**src/rtl/cell_sort_ctrl_pkg.sv**
```systemverilog
// Shared types and defaults for the systolic insertion-sort sequencer.
// Optional build macro CELL_SORT_CTRL_TIMEOUT_EN is consumed by cell_sort_ctrl.
package cell_sort_pkg;

   typedef enum logic [1:0] {
      CLEAR  = 2'd0,
      LOAD   = 2'd1,
      SETTLE = 2'd2,
      DRAIN  = 2'd3
   } state_t;

   localparam int NCELLS_DEF = 16;
   localparam int SORTB_DEF  = 8;
   localparam int METAB_DEF  = 32;
   localparam int CNTB_DEF   = $clog2(NCELLS_DEF + 1);

   // Key of cell idx from a default-sized flattened cell bus.
   function automatic logic [SORTB_DEF-1:0] cell_sel(
      input logic [NCELLS_DEF*SORTB_DEF-1:0] flat,
      input logic [CNTB_DEF-1:0]             idx
   );
      logic [SORTB_DEF-1:0] sel;
      sel = '0;
      for (int k = 0; k < NCELLS_DEF; k++) begin
         if (idx == CNTB_DEF'(k)) sel = flat[k*SORTB_DEF +: SORTB_DEF];
      end
      return sel;
   endfunction

endpackage

```
**src/rtl/cell_sort_ctrl_if.sv**
```systemverilog
// Item ingest and sorted output streams of the sort sequencer.
// Signal suffixes are from the controller's point of view.
interface cell_sort_if #(
   parameter int SORTB = 8,
   parameter int METAB = 32
);
   logic [SORTB-1:0] in_data_i;
   logic [METAB-1:0] in_meta_i;
   logic             in_last_i;
   logic             in_valid_i;
   logic             in_ready_o;

   logic [SORTB-1:0] out_data_o;
   logic [METAB-1:0] out_meta_o;
   logic             out_last_o;
   logic             out_valid_o;
   logic             out_ready_i;

   modport slave (
      input  in_data_i, in_meta_i, in_last_i, in_valid_i, out_ready_i,
      output in_ready_o, out_data_o, out_meta_o, out_last_o, out_valid_o
   );

   modport master (
      output in_data_i, in_meta_i, in_last_i, in_valid_i, out_ready_i,
      input  in_ready_o, out_data_o, out_meta_o, out_last_o, out_valid_o
   );
endinterface

```
**src/rtl/cell_sort_ctrl_rdmux.sv**
```systemverilog
// NCELLS:1 read mux selecting one cell's key and metadata by index.
// Indices at or beyond NCELLS select zero.
module cell_sort_rdmux
   import cell_sort_pkg::*;
#(
   parameter int NCELLS = NCELLS_DEF,
   parameter int SORTB  = SORTB_DEF,
   parameter int METAB  = METAB_DEF,
   parameter int CNTB   = $clog2(NCELLS + 1)
) (
   input  logic [NCELLS*SORTB-1:0] data_flat_i,
   input  logic [NCELLS*METAB-1:0] meta_flat_i,
   input  logic [CNTB-1:0]         idx_i,
   output logic [SORTB-1:0]        data_o,
   output logic [METAB-1:0]        meta_o
);

   always_comb begin
      data_o = '0;
      meta_o = '0;
      for (int k = 0; k < NCELLS; k++) begin
         if (idx_i == CNTB'(k)) begin
            data_o = data_flat_i[k*SORTB +: SORTB];
            meta_o = meta_flat_i[k*METAB +: METAB];
         end
      end
   end

endmodule

```
**src/rtl/cell_sort_ctrl.sv**
```systemverilog
// Frame sequencer for a systolic insertion-sort cell array: load, settle, drain, clear.
// Build macro CELL_SORT_CTRL_TIMEOUT_EN adds an idle auto-flush after TIMEOUT cycles.
//
// state  | meaning
// CLEAR  | one-cycle array clear; counters and overflow zeroed
// LOAD   | accept items, broadcast each to the array with a dav strobe
// SETTLE | one cycle for the final dav to land in the cells
// DRAIN  | stream cells out by index, cell 0 first
module cell_sort_ctrl
   import cell_sort_pkg::*;
#(
   parameter int NCELLS = NCELLS_DEF,
   parameter int SORTB  = SORTB_DEF,
   parameter int METAB  = METAB_DEF
`ifdef CELL_SORT_CTRL_TIMEOUT_EN
   ,
   parameter int TIMEOUT = 64
`endif
) (
   input  logic                    clk,
   input  logic                    rst,
   cell_sort_if.slave              sif,
   output logic [SORTB-1:0]        arr_data_o,
   output logic [METAB-1:0]        arr_meta_o,
   output logic                    arr_dav_o,
   output logic                    arr_clr_o,
   input  logic [NCELLS*SORTB-1:0] arr_data_i,
   input  logic [NCELLS*METAB-1:0] arr_meta_i,
   output logic                    overflow_o,
   output logic                    busy_o
);

   localparam int CNTB = $clog2(NCELLS + 1);

   state_t            state_q, state_d;
   logic [CNTB-1:0]   count_q, count_d;
   logic [CNTB-1:0]   rd_idx_q, rd_idx_d;
   logic              overflow_q, overflow_d;
   logic [SORTB-1:0]  arr_data_q, arr_data_d;
   logic [METAB-1:0]  arr_meta_q, arr_meta_d;
   logic              arr_dav_q, arr_dav_d;

   logic              hs_in, hs_out, last_idx, idle_tc;
   logic [SORTB-1:0]  sel_data;
   logic [METAB-1:0]  sel_meta;

   assign hs_in    = (state_q == LOAD) && sif.in_valid_i;
   assign hs_out   = (state_q == DRAIN) && sif.out_ready_i;
   assign last_idx = (rd_idx_q == count_q - CNTB'(1));

`ifdef CELL_SORT_CTRL_TIMEOUT_EN
   localparam int TW = $clog2(TIMEOUT + 1);
   logic [TW-1:0] idle_q, idle_d;

   // Down-counter reloaded on every handshake and outside LOAD; zero is the idle limit.
   always_comb begin
      idle_d = idle_q;
      if (state_q != LOAD || hs_in) idle_d = TW'(TIMEOUT - 1);
      else if (idle_q != '0)        idle_d = idle_q - TW'(1);
   end

   always_ff @(posedge clk) begin
      if (rst) idle_q <= TW'(TIMEOUT - 1);
      else     idle_q <= idle_d;
   end

   assign idle_tc = (idle_q == '0) && (count_q != '0);
`else
   assign idle_tc = 1'b0;
`endif

   always_comb begin
      state_d    = state_q;
      count_d    = count_q;
      rd_idx_d   = rd_idx_q;
      overflow_d = overflow_q;
      arr_data_d = arr_data_q;
      arr_meta_d = arr_meta_q;
      arr_dav_d  = 1'b0;
      case (state_q)
         CLEAR: begin
            count_d    = '0;
            rd_idx_d   = '0;
            overflow_d = 1'b0;
            state_d    = LOAD;
         end
         LOAD: begin
            if (hs_in) begin
               if (count_q < CNTB'(NCELLS)) begin
                  arr_data_d = sif.in_data_i;
                  arr_meta_d = sif.in_meta_i;
                  arr_dav_d  = 1'b1;
                  count_d    = count_q + CNTB'(1);
               end else begin
                  overflow_d = 1'b1;
               end
               if (sif.in_last_i) state_d = SETTLE;
            end else if (idle_tc) begin
               state_d = SETTLE;
            end
         end
         SETTLE: begin
            state_d = (count_q == '0) ? CLEAR : DRAIN;
         end
         DRAIN: begin
            if (hs_out) begin
               rd_idx_d = rd_idx_q + CNTB'(1);
               if (last_idx) state_d = CLEAR;
            end
         end
         default: state_d = CLEAR;
      endcase
   end

   always_ff @(posedge clk) begin
      if (rst) begin
         state_q    <= CLEAR;
         count_q    <= '0;
         rd_idx_q   <= '0;
         overflow_q <= 1'b0;
         arr_data_q <= '0;
         arr_meta_q <= '0;
         arr_dav_q  <= 1'b0;
      end else begin
         state_q    <= state_d;
         count_q    <= count_d;
         rd_idx_q   <= rd_idx_d;
         overflow_q <= overflow_d;
         arr_data_q <= arr_data_d;
         arr_meta_q <= arr_meta_d;
         arr_dav_q  <= arr_dav_d;
      end
   end

   cell_sort_rdmux #(
      .NCELLS (NCELLS),
      .SORTB  (SORTB),
      .METAB  (METAB),
      .CNTB   (CNTB)
   ) u_rdmux (
      .data_flat_i (arr_data_i),
      .meta_flat_i (arr_meta_i),
      .idx_i       (rd_idx_q),
      .data_o      (sel_data),
      .meta_o      (sel_meta)
   );

   assign sif.in_ready_o  = (state_q == LOAD);
   assign sif.out_valid_o = (state_q == DRAIN);
   assign sif.out_last_o  = (state_q == DRAIN) && last_idx;
   assign sif.out_data_o  = (state_q == DRAIN) ? sel_data : '0;
   assign sif.out_meta_o  = (state_q == DRAIN) ? sel_meta : '0;

   assign arr_data_o = arr_data_q;
   assign arr_meta_o = arr_meta_q;
   assign arr_dav_o  = arr_dav_q;
   assign arr_clr_o  = (state_q == CLEAR);
   assign overflow_o = overflow_q;
   assign busy_o     = (state_q != LOAD);

endmodule

```
**src/flat_wrapper.sv**
```systemverilog
// flat-port wrapper written by rule: the top's interface ports become plain ports
module cell_sort_ctrl_flat import cell_sort_pkg::*;
#(
   parameter int NCELLS = NCELLS_DEF,
   parameter int SORTB  = SORTB_DEF,
   parameter int METAB  = METAB_DEF

)
  (clk, rst, arr_data_o, arr_meta_o, arr_dav_o, arr_clr_o, arr_data_i, arr_meta_i, overflow_o, busy_o, sif_in_data_i, sif_in_meta_i, sif_in_last_i, sif_in_valid_i, sif_out_ready_i, sif_in_ready_o, sif_out_data_o, sif_out_meta_o, sif_out_last_o, sif_out_valid_o);
  cell_sort_if #(.SORTB(SORTB), .METAB(METAB)) sif_i ();
  input  logic clk;
  input  logic rst;
  output logic [SORTB-1:0] arr_data_o;
  output logic [METAB-1:0] arr_meta_o;
  output logic arr_dav_o;
  output logic arr_clr_o;
  input  logic [NCELLS*SORTB-1:0] arr_data_i;
  input  logic [NCELLS*METAB-1:0] arr_meta_i;
  output logic overflow_o;
  output logic busy_o;
  input wire logic [$bits(sif_i.in_data_i)-1:0] sif_in_data_i;
  input wire logic [$bits(sif_i.in_meta_i)-1:0] sif_in_meta_i;
  input wire logic [$bits(sif_i.in_last_i)-1:0] sif_in_last_i;
  input wire logic [$bits(sif_i.in_valid_i)-1:0] sif_in_valid_i;
  input wire logic [$bits(sif_i.out_ready_i)-1:0] sif_out_ready_i;
  output wire logic [$bits(sif_i.in_ready_o)-1:0] sif_in_ready_o;
  output wire logic [$bits(sif_i.out_data_o)-1:0] sif_out_data_o;
  output wire logic [$bits(sif_i.out_meta_o)-1:0] sif_out_meta_o;
  output wire logic [$bits(sif_i.out_last_o)-1:0] sif_out_last_o;
  output wire logic [$bits(sif_i.out_valid_o)-1:0] sif_out_valid_o;
  assign sif_i.in_data_i = sif_in_data_i;
  assign sif_i.in_meta_i = sif_in_meta_i;
  assign sif_i.in_last_i = sif_in_last_i;
  assign sif_i.in_valid_i = sif_in_valid_i;
  assign sif_i.out_ready_i = sif_out_ready_i;
  assign sif_in_ready_o = sif_i.in_ready_o;
  assign sif_out_data_o = sif_i.out_data_o;
  assign sif_out_meta_o = sif_i.out_meta_o;
  assign sif_out_last_o = sif_i.out_last_o;
  assign sif_out_valid_o = sif_i.out_valid_o;
  cell_sort_ctrl #(.NCELLS(NCELLS), .SORTB(SORTB), .METAB(METAB)) u_core (.clk(clk), .rst(rst), .sif(sif_i), .arr_data_o(arr_data_o), .arr_meta_o(arr_meta_o), .arr_dav_o(arr_dav_o), .arr_clr_o(arr_clr_o), .arr_data_i(arr_data_i), .arr_meta_i(arr_meta_i), .overflow_o(overflow_o), .busy_o(busy_o));
endmodule
```
**config.mk**
```make
export PLATFORM = sky130hd
export DESIGN_NAME = cell_sort_ctrl_flat
export DESIGN_NICKNAME = d
export VERILOG_FILES = /design/src/rtl/cell_sort_ctrl_pkg.sv /design/src/rtl/cell_sort_ctrl_if.sv /design/src/rtl/cell_sort_ctrl_rdmux.sv /design/src/rtl/cell_sort_ctrl.sv /design/src/flat_wrapper.sv
export SDC_FILE = /design/constraint.sdc
export NUM_CORES = 1
export LEC_CHECK = 0
export CAP_MARGIN = 10
export CORE_AREA = 10 10 292 294
export CTS_BUF_LIST = sky130_fd_sc_hd__clkbuf_16
export CTS_CLUSTER_DIAMETER = 40
export DETAILED_ROUTE_END_ITERATION = 8
export DIE_AREA = 0 0 302 304
export PLACE_DENSITY = 0.47
export SLEW_MARGIN = 25
export SYNTH_ARGS = -nofsm -noshare
export SYNTH_HDL_FRONTEND = slang
export SYNTH_SLANG_ARGS = --single-unit
```
**constraint.sdc**
```tcl
create_clock -name clk -period 7.6 [get_ports clk]
set_input_delay 1.9 -clock clk [delete_from_list [all_inputs] [get_ports clk]]
set_output_delay 1.9 -clock clk [all_outputs]
set_load 0.01 [all_outputs]
```
# == Word-level counts from Yosys, hierarchy flattened ==
# Index checks and enable logic that the tools add are counted.
# Widths: inputs -> output; s select.
# op_classes
n_addsub,3
multipliers,0
div,0
n_lt_le_gt_ge,1
eq_ne,26
shifts,0
mux,49
bitwise_logic,2
n_reduce_logical,14
# ops
cell,n
$mux 32,17
$mux 8,17
$eq 5x4->1 const B,8
$eq 5x3->1 const B,4
$pmux 5 s2,2
$mux 5,3
$add 5x1->5 const B,2
$eq 5x2->1 const B,2
$logic_not 5->1,2
$mux 2,5
$ne 2x1->1 const B,5
$reduce_and 3->1,3
$pmux 2 s4,1
$eq 5x1->1 const B,1
$eq 5x5->1,1
$lt 5x5->1 const B,1
$sub 5x1->5 const B,1
$eq 2x2->1 const B,2
$ne 2x2->1 const B,2
$reduce_and 4->1,1
$reduce_bool 2->1,2
$logic_and 1x1->1,3
$mux 1,3
$reduce_or 3->1,1
other kinds (5),6
# totals
reg_bits,54
latch_bits,0
mem_bits_rw,0
romBits,0
input_bits,685
out_inout_bits,87
elab_cells,102
n_memories,0

# == Depth between registers and ports, before layout ==
# logic_depth
depth_word,18
ltp_mapped,13
mapped_depth_nobuf,8

# == Modules after synthesis ==
# A second synthesis with hierarchy kept.
# hier_totals
hier_cells,1321
hier_area_um2,8738.4
# by_module_without_submodules
mod,instances,cells_each,area_each_um2,seq_area_each_um2
cell_sort_rdmux,1,998,6249.7,0.0
cell_sort_ctrl,1,323,2488.6,1081.0

# == Least setup slack after synthesis ==
# Ideal clock, no wire load.
# synth_path
kind,input -> output
start,in arr_meta_i[213]
end,out sif_out_meta_o[21]
arrival_ps,2843
t_required_ps,5700
path_slack_ps,2857
cell_stages,6
path_buffers,0
path_cell_list,nor2b_1 -> o31a_1 -> a211oi_1 -> o21ai_1 -> a31oi_1 -> o311a_1
# synth_via
elab_chain_cells,11
# synth_lines
element,line,text
from (decl),flat_wrapper.sv:18,input logic [NCELLS*METAB-1:0] arr_meta_i;
$mux 32 (10 in a row),cell_sort_ctrl_rdmux.sv:22,if (idx_i == CNTB'(k)) begin
$mux 32,cell_sort_ctrl.sv:152,assign sif.out_meta_o = (state_q == DRAIN) ? sel_meta : '0;
to (decl),flat_wrapper.sv:28,output wire logic [$bits(sif_i.out_meta_o)-1:0] sif_out_meta_o;
# Every way passes these cells.

# == Worst setup path after layout ==
# layout_path
start,in arr_data_i[10]
end,out sif_out_data_o[2]
# layout_via
elab_chain_cells,16
# layout_lines
element,line,text
from (decl),flat_wrapper.sv:17,input logic [NCELLS*SORTB-1:0] arr_data_i;
$mux 8 (15 in a row),cell_sort_ctrl_rdmux.sv:22,
$mux 8,cell_sort_ctrl.sv:151,assign sif.out_data_o = (state_q == DRAIN) ? sel_data : '0;
to (decl),flat_wrapper.sv:27,output wire logic [$bits(sif_i.out_data_o)-1:0] sif_out_data_o;
# Every way passes these cells.

==> qor.yml <==
route:
  drcViolationCount: 0
  vias: 14800
  ant_nets: 0
  drt-initial-drc-count: 1144
  first_pass_iters: 5
  post_drt_wl_per_cell_um: 32.5
  wl_um: 99900
  vias_per_cell: 4.82
synth:
  synthTopCellsByArea: "dfxtp_1 (13%), a221oi_1 (11%), o21ai_0 (9.9%)"
  syn_area_mm2: 0.00842
  synth-compound-area-share_pct: 54.1
  synth_xor_area_share_pct: 0.832
  synth.area.mux_share_pct: 0.119
  ys_top_cells_by_count: "nand2_1 (210), o21ai_0 (166), a21oi_1 (165)"
  ys_seq_elements: 54
  synth_most_common_cell: "nand2_1"
  synth-simple-area-share_pct: 21.9
  postSynthAreaPerCell_um2: 6.37
  synthArstFlopShare_pct: 0
  synthDistinctLibCells: 74
  synthesis.nets: 2013
  ys_warn_count: 0
  synthCells: 1321
  synth_top_area_cell: "dfxtp_1"
  synth_seq_area_share_pct: 12.8
  synth_edf_count: 0
  synth_top_family_by_area: "compound AO/OA/AOI/OAI gates"
  synth_fa_ha_area_share_pct: 1.04
  yosys_most_used_dff: "dfxtp_1"
  synth_top_area_share_pct: 12.8
clocking:
  cts.sinks: 54
  clk_latency_ns: 0.30
  htree_levels: 2
  cts_resized: 0
  cts_hold_buf: 0
  cts_buffers: 5
  cts_tree: "done"
  cts_setup_buffers: 0
  path_clk_slew_ns: 0.06
  cts_root_buf: "clkbuf_16"
  cts_max_path_buffers: 2
place:
  numPortBuffers: 771
  dp.cells: 3043
  gp_congestion: 0.965
  hpwl_um: 82900
pwr:
  p_per_area_mw_per_mm2: 66.6
  p_sw_share_pct: 29.4
  p_leak_uw: 0.00566
  report.power.total_uw: 1170
  max-vdd-ir-drop_uv: 77.0
  internal_power_uw: 824
  seq_power_share_pct: 26.8
  p_switching_uw: 343
  clock_power_share_pct: 20.2
  power_frac_comb_pct: 53.0
timing:
  period_needed_ns: 6.72
  final-setup-viol-count: 0
  period_share_pct: 88.5
  rsz0062_at_grt: "no"
  tns_ns: 0
  maxSlewViolCount: 0
  max_freq_mhz: 149
  slew_headroom_pct: 34.9
  hold_viol: 0
  tightest_slew_ns: 0.976
  finalClockSkew_ns: 0.0166
critical_path:
  start_kind: "input port"
  crit_slowest_cell: "a221oi_1"
  cp_max_fo: 1
  worstPathRequired_ns: 5.70
  cpPeakStageDelay_ns: 0.53
  end_kind: "output pin"
  path_delay_family: "compound AO/OA/AOI/OAI gates"
  critical_path_class: "in -> out"
  arrival_ns: 4.82
  crit_buf_inv: 3
  path_cells: "clkdlybuf4s50_1, a221oi_1, o21ai_0, buf_4, a221oi_1, o211ai_1, o2bb2ai_1, clkdlybuf4s50_1"
cells_and_area:
  syn2layout_area_growth_pct: 108
  drive_gt1_share_pct: 4.77
  fin_cells: 3070
  final_nets: 2682
status:
  status: "completed"
floorplanning:
  chipHeight_um: 304
  io-pin-count: 772
  core_area_mm2: 0.0796
  rows: 104
  die_w_um: 302
  initial_core_util_pct: 10.6
  dieArea_mm2: 0.0918
worst_hold_path:
  hp-class: "reg -> reg"
grt:
  overflow: 0
  grt_max_degree: 73
  antenna_found_initial: 33
  track_usage_pct: 20.4
  grt_pass1_vias: 15200
  grt_pass1_wl_um: 133000
run:
  cap_violations: 0
## metrics by stage
step	area (um^2)	setup WS (ns)	util [%]	hold WS, ns
floorplan	8420	2.86	-	0.481
global placement	17300	0.721	21.7	0.444
detailed placement	17300	0.756	21.7	0.446
CTS	17500	0.733	21.9	0.457
global route	17500	0.756	22.0	0.475
finish	17500	0.876	22.0	0.455
## routing by layer
| metal | global-route usage (%) | up-vias | wire, um |
|---|---|---|---|
| li1 | - | 6516 | - |
| met1 | 24.6 | 7284 | 40300 |
| met2 | 35.4 | 874 | 48800 |
| met5 | 0 | - | 112 |
| met3 | 5.37 | 97 | 8460 |
| met4 | 4.89 | 18 | 2170 |
## power by group through the flow
stage / clock (uW) / combinational (uW) / sequential, uW
finish: 236 / 618 / 313
global placement: 0 / 612 / 318
floorplan: 0 / 115 / 321
detailed placement: 0 / 615 / 319
global route: 257 / 650 / 315
CTS: 242 / 620 / 313
## worst min-delay path, cell delays in order (launching register included)
cell	delay, ns
dfxtp_1	0.31
nand2_1	0.05
a21oi_1	0.05
## state kept, by name, indices dropped and copies added (netlist names)
register,count
u_core.arr_meta_o,32
u_core.arr_data_o,8
u_core.overflow_o,1
u_core.rd_idx_q,5
u_core.count_q,5
u_core.arr_dav_o,1
u_core.state_q,2
## layout make-up
class	instances	area [um^2]
Timing Repair Buffer	821	8100
Tap cell	1060	1330
Clock inverter	3	22.5
Inverter	18	67.6
Fill cell	8976	62100
Antenna cell	19	47.5
Sequential cell	54	1080
Clock buffer	5	125
Multi-Input combinational cell	1090	6730
## placed cells by master, fill, tap and decap left out, types with 7 or more instances in the layout
| cell type | synthesis | final |
|---|---|---|
| nor3_1 | 15 | 14 |
| buf_4 | 8 | 50 |
| nand3_1 | 24 | 24 |
| nor2b_1 | 18 | 17 |
| diode_2 | 0 | 19 |
| o211ai_1 | 13 | 13 |
| o21ai_0 | 166 | 166 |
| o21bai_1 | 22 | 22 |
| nor2_1 | 43 | 41 |
| a21oi_1 | 165 | 165 |
| a221oi_1 | 107 | 107 |
| a22oi_1 | 13 | 13 |
| o22ai_1 | 73 | 73 |
| a211o_1 | 25 | 25 |
| o221ai_1 | 31 | 31 |
| nand4_1 | 8 | 8 |
| o21a_1 | 8 | 8 |
| clkdlybuf4s50_1 | 0 | 770 |
| nand2_1 | 210 | 209 |
| o22a_1 | 7 | 7 |
| dfxtp_1 | 54 | 51 |
| inv_1 | 18 | 17 |
| a211oi_1 | 12 | 12 |
## cell families after synthesis
logic type | count (synthesis)
flops | 54
mux | 1
compound gates | 694
simple gates | 380
buf+inv | 177
fa+ha+maj | 7
xor+xnor | 8
## final timing paths
check / end / depth (start not counted) / slack [ns] / start
hold / removal: u_core.arr_meta_o[21] / 2 / 0.46 / u_core.arr_meta_o[21]
setup reg to reg: u_core.rd_idx_q[4] / 6 / 5.44 / u_core.rd_idx_q[3]
hold reg to reg: u_core.arr_meta_o[21] / 2 / 0.46 / u_core.arr_meta_o[21]
setup / recovery: sif_out_data_o[2] / 8 / 0.88 / arr_data_i[10]
Power figures use the tool's default switching activity.
